--- src/rtl/thread_pc_sequencer_pkg.sv ---
// Shared definitions for the per-thread PC sequencer: next-PC source
// selection and config address decoding helpers.
package thread_pc_sequencer_pkg;

    typedef enum logic [1:0] {
        SEL_HOLD   = 2'd0,
        SEL_REPLAY = 2'd1,
        SEL_JUMP   = 2'd2,
        SEL_INCR   = 2'd3
    } pc_sel_e;

    // Slot index relative to the base of the config window; only meaningful
    // when config_slot_hit() is true.
    function automatic logic [31:0] config_slot_offset(input logic [31:0] addr,
                                                       input logic [31:0] base);
        return addr - base;
    endfunction

    function automatic logic config_slot_hit(input logic [31:0] addr,
                                             input logic [31:0] base,
                                             input logic [31:0] count);
        return (addr >= base) && ((addr - base) < count);
    endfunction

endpackage

--- src/rtl/thread_round_robin_counter.sv ---
// Mod-COUNT thread counter with synchronous reset; selects the thread whose
// PC is computed each cycle.
module thread_round_robin_counter #(
    parameter int unsigned COUNT = 8,
    parameter int unsigned WIDTH = 3
) (
    input  logic             clock,
    input  logic             reset,
    output logic [WIDTH-1:0] count
);

    always_ff @(posedge clock) begin
        if (reset) begin
            count <= '0;
        end else if (count == WIDTH'(COUNT - 1)) begin
            count <= '0;
        end else begin
            count <= count + WIDTH'(1);
        end
    end

endmodule

--- src/rtl/thread_pc_sequencer.sv ---
// Per-thread program counter sequencer: round-robin thread selection, next-PC
// choice (hold / replay / jump / increment) and memory-mapped PC overwrite.
module thread_pc_sequencer
    import thread_pc_sequencer_pkg::*;
#(
    parameter int unsigned WORD_WIDTH         = 36,
    parameter int unsigned ADDR_WIDTH         = 10,
    parameter int unsigned PC_WIDTH           = 10,
    parameter int unsigned THREAD_COUNT       = 8,
    parameter int unsigned THREAD_COUNT_WIDTH = 3,
    parameter int unsigned START_PC           = 0,
    parameter int unsigned CONFIG_ADDR_BASE   = 0
) (
    input  logic                          clock,
    input  logic                          reset,
    input  logic                          config_wren,
    input  logic [ADDR_WIDTH-1:0]         config_addr,
    input  logic [WORD_WIDTH-1:0]         config_data,
    input  logic                          jump,
    input  logic [PC_WIDTH-1:0]           destination,
    input  logic                          io_ready,
    output logic [THREAD_COUNT_WIDTH-1:0] current_thread,
    output logic [PC_WIDTH-1:0]           pc_out,
    output logic [THREAD_COUNT_WIDTH-1:0] thread_out
);

    logic [THREAD_COUNT_WIDTH-1:0] tc;
    logic [PC_WIDTH-1:0]           pc_mem [THREAD_COUNT];
    logic                          hold   [THREAD_COUNT];

    pc_sel_e                       sel;
    logic [PC_WIDTH-1:0]           cur_pc;
    logic [PC_WIDTH-1:0]           next_pc;

    logic [31:0]                   cfg_offset;
    logic                          cfg_hit;
    logic [THREAD_COUNT_WIDTH-1:0] cfg_slot;
    logic                          unused_bits;

    thread_round_robin_counter #(
        .COUNT (THREAD_COUNT),
        .WIDTH (THREAD_COUNT_WIDTH)
    ) u_counter (
        .clock (clock),
        .reset (reset),
        .count (tc)
    );

    assign current_thread = tc;

    assign cfg_offset  = config_slot_offset(32'(config_addr), 32'(CONFIG_ADDR_BASE));
    assign cfg_hit     = config_wren &&
                         config_slot_hit(32'(config_addr), 32'(CONFIG_ADDR_BASE), 32'(THREAD_COUNT));
    assign cfg_slot    = cfg_offset[THREAD_COUNT_WIDTH-1:0];
    assign unused_bits = ^{cfg_offset[31:THREAD_COUNT_WIDTH], config_data[WORD_WIDTH-1:PC_WIDTH]};

    assign cur_pc = pc_mem[tc];

    always_comb begin
        sel = SEL_INCR;
        if (hold[tc]) begin
            sel = SEL_HOLD;
        end else if (!io_ready) begin
            sel = SEL_REPLAY;
        end else if (jump) begin
            sel = SEL_JUMP;
        end
    end

    always_comb begin
        next_pc = cur_pc + PC_WIDTH'(1);
        case (sel)
            SEL_HOLD, SEL_REPLAY: next_pc = cur_pc;
            SEL_JUMP:             next_pc = destination;
            default:              next_pc = cur_pc + PC_WIDTH'(1);
        endcase
    end

    // The config write comes after the issue update so that a same-cycle
    // write to the current thread wins over the issued value.
    always_ff @(posedge clock) begin
        if (reset) begin
            for (int unsigned i = 0; i < THREAD_COUNT; i++) begin
                pc_mem[i] <= PC_WIDTH'(START_PC);
                hold[i]   <= 1'b1;
            end
            pc_out     <= PC_WIDTH'(START_PC);
            thread_out <= '0;
        end else begin
            pc_mem[tc] <= next_pc;
            hold[tc]   <= 1'b0;
            pc_out     <= next_pc;
            thread_out <= tc;
            if (cfg_hit) begin
                pc_mem[cfg_slot] <= config_data[PC_WIDTH-1:0];
                hold[cfg_slot]   <= 1'b1;
            end
        end
    end

endmodule
--- config.mk ---
export PLATFORM = sky130hd
export DESIGN_NAME = thread_pc_sequencer
export DESIGN_NICKNAME = d
export VERILOG_FILES = /design/src/rtl/thread_pc_sequencer_pkg.sv /design/src/rtl/thread_round_robin_counter.sv /design/src/rtl/thread_pc_sequencer.sv
export SDC_FILE = /design/constraint.sdc
export NUM_CORES = 1
export LEC_CHECK = 0
export CAP_MARGIN = 10
export CORE_MARGIN = 2
export CORE_UTILIZATION = 57
export CTS_BUF_LIST = sky130_fd_sc_hd__clkbuf_8
export CTS_CLUSTER_SIZE = 25
export DETAILED_ROUTE_END_ITERATION = 12
export PLACE_DENSITY = 0.84
export SLEW_MARGIN = 10
export SYNTH_ARGS = -nofsm -noshare
export SYNTH_HDL_FRONTEND = slang
export SYNTH_HIERARCHICAL = 1
export SYNTH_SLANG_ARGS = --single-unit
--- constraint.sdc ---
create_clock -name clock -period 3.7 [get_ports clock]
set_clock_uncertainty 0.15 [all_clocks]
set_input_delay 1.11 -clock clock [delete_from_list [all_inputs] [get_ports clock]]
set_output_delay 1.11 -clock clock [all_outputs]
set_load 0.1 [all_outputs]
==> impl_metrics.py, run 1 <==
metrics = {
    "run_status": {
        "outcome": "completed",
    },
    "layout": {
        "drive_gt1_share_pct": 20.3,
        "area_growth_pct": 16.6,
        "n_fill_cell": 635,
        "nets": 597,
        "final_util_pct": 68.3,
        "final_area_sq_um": 6310,
        "diodes": 0,
        "fin_cells": 667,
    },
    "cts": {
        "postCtsSetupBuffers": 0,
        "cts_tree": "yes",
        "hold_buffers": 0,
        "htree_num_levels": 3,
        "clock_latency_ns": 0.37,
        "cts_sinks": 104,
        "numCtsBuffers": 9,
        "clockRootBuffer": "clkbuf_8",
        "cts.clk_slew.worst_paths_ns": 0.10,
        "cts.path.max_buffers": 2,
    },
    "synth": {
        "synth_fp_nets": 541,
        "syn-mean-instance-area_sq_um": 11.3,
        "ys.flop_type": "edfxtp_1",
        "synth_xor_area_share_pct": 0,
        "synth_top_family_by_area": "compound AO/OA/AOI/OAI gates",
        "synthCells": 477,
        "synthAdderAreaFrac_pct": 0.694,
        "ys_seq_area_share_pct": 53.3,
        "synth_compound_area_share_pct": 16.7,
        "synth_cell_types": 57,
        "synthSimpleGateAreaFrac_pct": 15.2,
        "ys_ff_latch": 104,
        "synth_edf_count": 80,
        "ys_async_sr_fraction_pct": 0,
        "synth_mux_area_share_pct": 10.3,
        "synthesis.area_sq_um": 5410,
        "yosysWarnings": 6,
    },
    "route": {
        "vias_per_cell": 6.50,
        "num_vias": 4338,
        "drc": 0,
        "firstDrtPassIters": 6,
        "drt_iter0_markers": 465,
        "drtAntennaViolNets": 0,
        "drt-total-wl_um": 14100,
        "detail_route.wl_per_cell_um": 21.1,
    },
    "worst_setup_path": {
        "critPathCaptureType": "register",
        "path_cells": "buf_12 -> nand2_1 -> o22ai_1 -> a211o_1 -> ha_1 -> nand3_2 -> nor4_2 -> mux2_4 -> a21oi_4 -> o21ai_1",
        "slowest_stage": "dfxtp_1",
        "crit_type": "register to register",
        "arrival_ns": 3.49,
        "r2r-start": "u_counter/count[1]",
        "reg2reg_depth": 10,
        "cpPeakStageDelay_ns": 0.73,
        "critPathMaxFanout": 20,
        "cp_data_required_time_ns": 3.66,
        "r2r_end": "pc_mem[0][8]",
        "start_kind": "register",
        "ff2ff_setup_slack_ns": 0.17,
    },
    "grt": {
        "gr-total-overflow": 0,
        "grt_pass1_wl_um": 21600,
        "grt_max_degree": 34,
        "grt_use_total_pct": 28.2,
        "antenna_found_initial": 0,
        "grt_pass1_vias": 4163,
    },
    "die": {
        "dieArea_sq_um": 10300,
        "coreArea_sq_um": 9240,
        "io_pins": 77,
        "die_w_um": 101,
        "fp.dieH_um": 101,
        "initial_core_util_pct": 58.6,
        "placementRows": 35,
    },
    "sta": {
        "fmax_ghz": 0.283,
        "fin_setup_tns_ns": 0,
        "fin_crit_sh_pct": 95.4,
        "slew_headroom_pct": 29.7,
        "finalMaxSlewViolations": 0,
        "whs_ns": 0.310,
        "hold_viol_final": 0,
        "worstMarginPinSlew_ns": 1.04,
        "grt_setup_unrepaired": "no",
        "setup_viol": 0,
        "layout_min_cycle_time_ns": 3.53,
    },
    "min_path": {
        "min_path_type": "register to register",
        "holdCritStartpoint": "hold[5]",
        "worstHoldEndpoint": "hold[5]",
        "min_path_cells": 2,
    },
    "placed_design": {
        "dp_cells": 651,
        "dp_hpwl_um": 10100,
        "portBuffers": 50,
        "routabilityCongestion": 0.915,
        "place_area_sq_um": 6130,
    },
    "power": {
        "p_leak_nw": 2.25,
        "pwr_density_cell_nw_per_um2": 448,
        "peakVddDrop_mv": 0.291,
    },
    "run": {
        "cap_viol_max_count": 0,
    },
}
worst max-delay path by stage:
stage	start	slack [ns]	end	depth (start not counted)
CTS	u_counter/count[1]	0.18	pc_mem[0][8]	7
global route	u_counter/count[1]	0.03	pc_mem[0][8]	10
finish	u_counter/count[1]	0.17	pc_mem[0][8]	10
floorplan	u_counter/count[2]	0.16	pc_mem[3][8]	11
global placement	config_addr[8]	0.12	pc_mem[1][2]	8
detailed placement	config_addr[5]	0.03	pc_mem[1][2]	9
cells in the final DEF, fill, tap and decap left out, types with 13 or more instances in the layout:
master            n
nand2_1          68
buf_4            44
dfxtp_1          23
o21ai_0          26
clkdlybuf4s50_1  34
nor3_1           13
mux4_2           15
a22o_1           42
edfxtp_1         80
nor2_1           34
o21ai_1          21
metal layers:
layer / global-route usage (%) / vias to the layer above / wire length, um
met2: 47.5 / 333 / 6930
li1: - / 1922 / -
met1: 38.5 / 2058 / 5420
met5: 0 / - / 0
met4: 6.76 / 0 / 198
met3: 4.97 / 25 / 1530
timing repair:
item	in CTS	in global routing
resized for setup	0	1
endpoints found under the hold margin	0	0
setup endpoints to repair	0	1
registers in the layout, indices dropped and copies added (netlist names):
name             flops
hold                 8
pc_mem              80
pc_out              10
thread_out           3
u_counter/count      3
area by class of cell:
cell class / instances / area, sq um / share of cell area, %
Clock inverter: 7 / 53.8 / 0.852
Multi-Input combinational cell: 331 / 2330 / 36.9
Clock buffer: 9 / 124 / 1.96
Sequential cell: 104 / 2880 / 45.7
Tap cell: 129 / 161 / 2.56
Timing Repair Buffer: 81 / 731 / 11.6
Inverter: 6 / 26.3 / 0.416
metrics by stage:
stage,power [mW],setup slack (ns)
5_1_grt,2.91,0.0274
6_report,2.83,0.170
3_3_place_gp,2.14,0.120
4_1_cts,2.81,0.179
3_5_place_dp,2.17,0.0295
2_1_floorplan,1.94,0.158
Yosys cell counts (6+ instances only):
| master | instances | share of area (%) |
|---|---|---|
| mux2i_1 | 12 | 2.2 |
| o21ai_0 | 26 | 2.4 |
| nor2b_1 | 9 | 1.0 |
| buf_1 | 11 | 0.76 |
| o21ai_1 | 21 | 1.9 |
| nor4_1 | 7 | 0.81 |
| nand2b_1 | 6 | 0.69 |
| dfxtp_1 | 24 | 8.9 |
| mux2_2 | 6 | 1.2 |
| nor3_1 | 13 | 1.2 |
| edfxtp_1 | 80 | 44 |
| a22o_1 | 42 | 6.8 |
| a21oi_1 | 8 | 0.74 |
| nor2_1 | 34 | 2.4 |
| clkbuf_1 | 13 | 0.90 |
| nand2_1 | 68 | 4.7 |
| mux4_2 | 15 | 6.2 |
worst max-delay path, delay by kind of cell (launching register included):
family | cells | cell delay, ns
AO/OA/AOI/OAI | 4 | 0.98
adder cells (fa/ha/maj) | 1 | 0.23
buffers and inverters | 1 | 0.26
flip-flops | 1 | 0.73
multiplexers | 1 | 0.35
AND/OR/NAND/NOR | 3 | 0.54
kinds of logic (layout without fill, tap and decap cells):
| logic type | Yosys count | count (layout) |
|---|---|---|
| buffers and inverters | 42 | 103 |
| multiplexers | 35 | 35 |
| flip-flops | 104 | 104 |
| AO/OA/AOI/OAI | 125 | 125 |
| adder cells (fa/ha/maj) | 3 | 3 |
| AND/OR/NAND/NOR | 168 | 168 |
power by group:
part	total [mW]	internal [mW]	switching, mW
Combinational	0.762	0.253	0.509
Sequential	1.40	1.35	0.0453
Clock	0.667	0.251	0.416
Total	2.83	1.86	0.970
Note: power is estimated with default switching activity, not from simulation.
==> inputs of run 2 (changes only) <==
- SLEW_MARGIN: 10 -> default
==> results of run 2 <==
Final layout, timing and power as in run 1 (identical DEF).
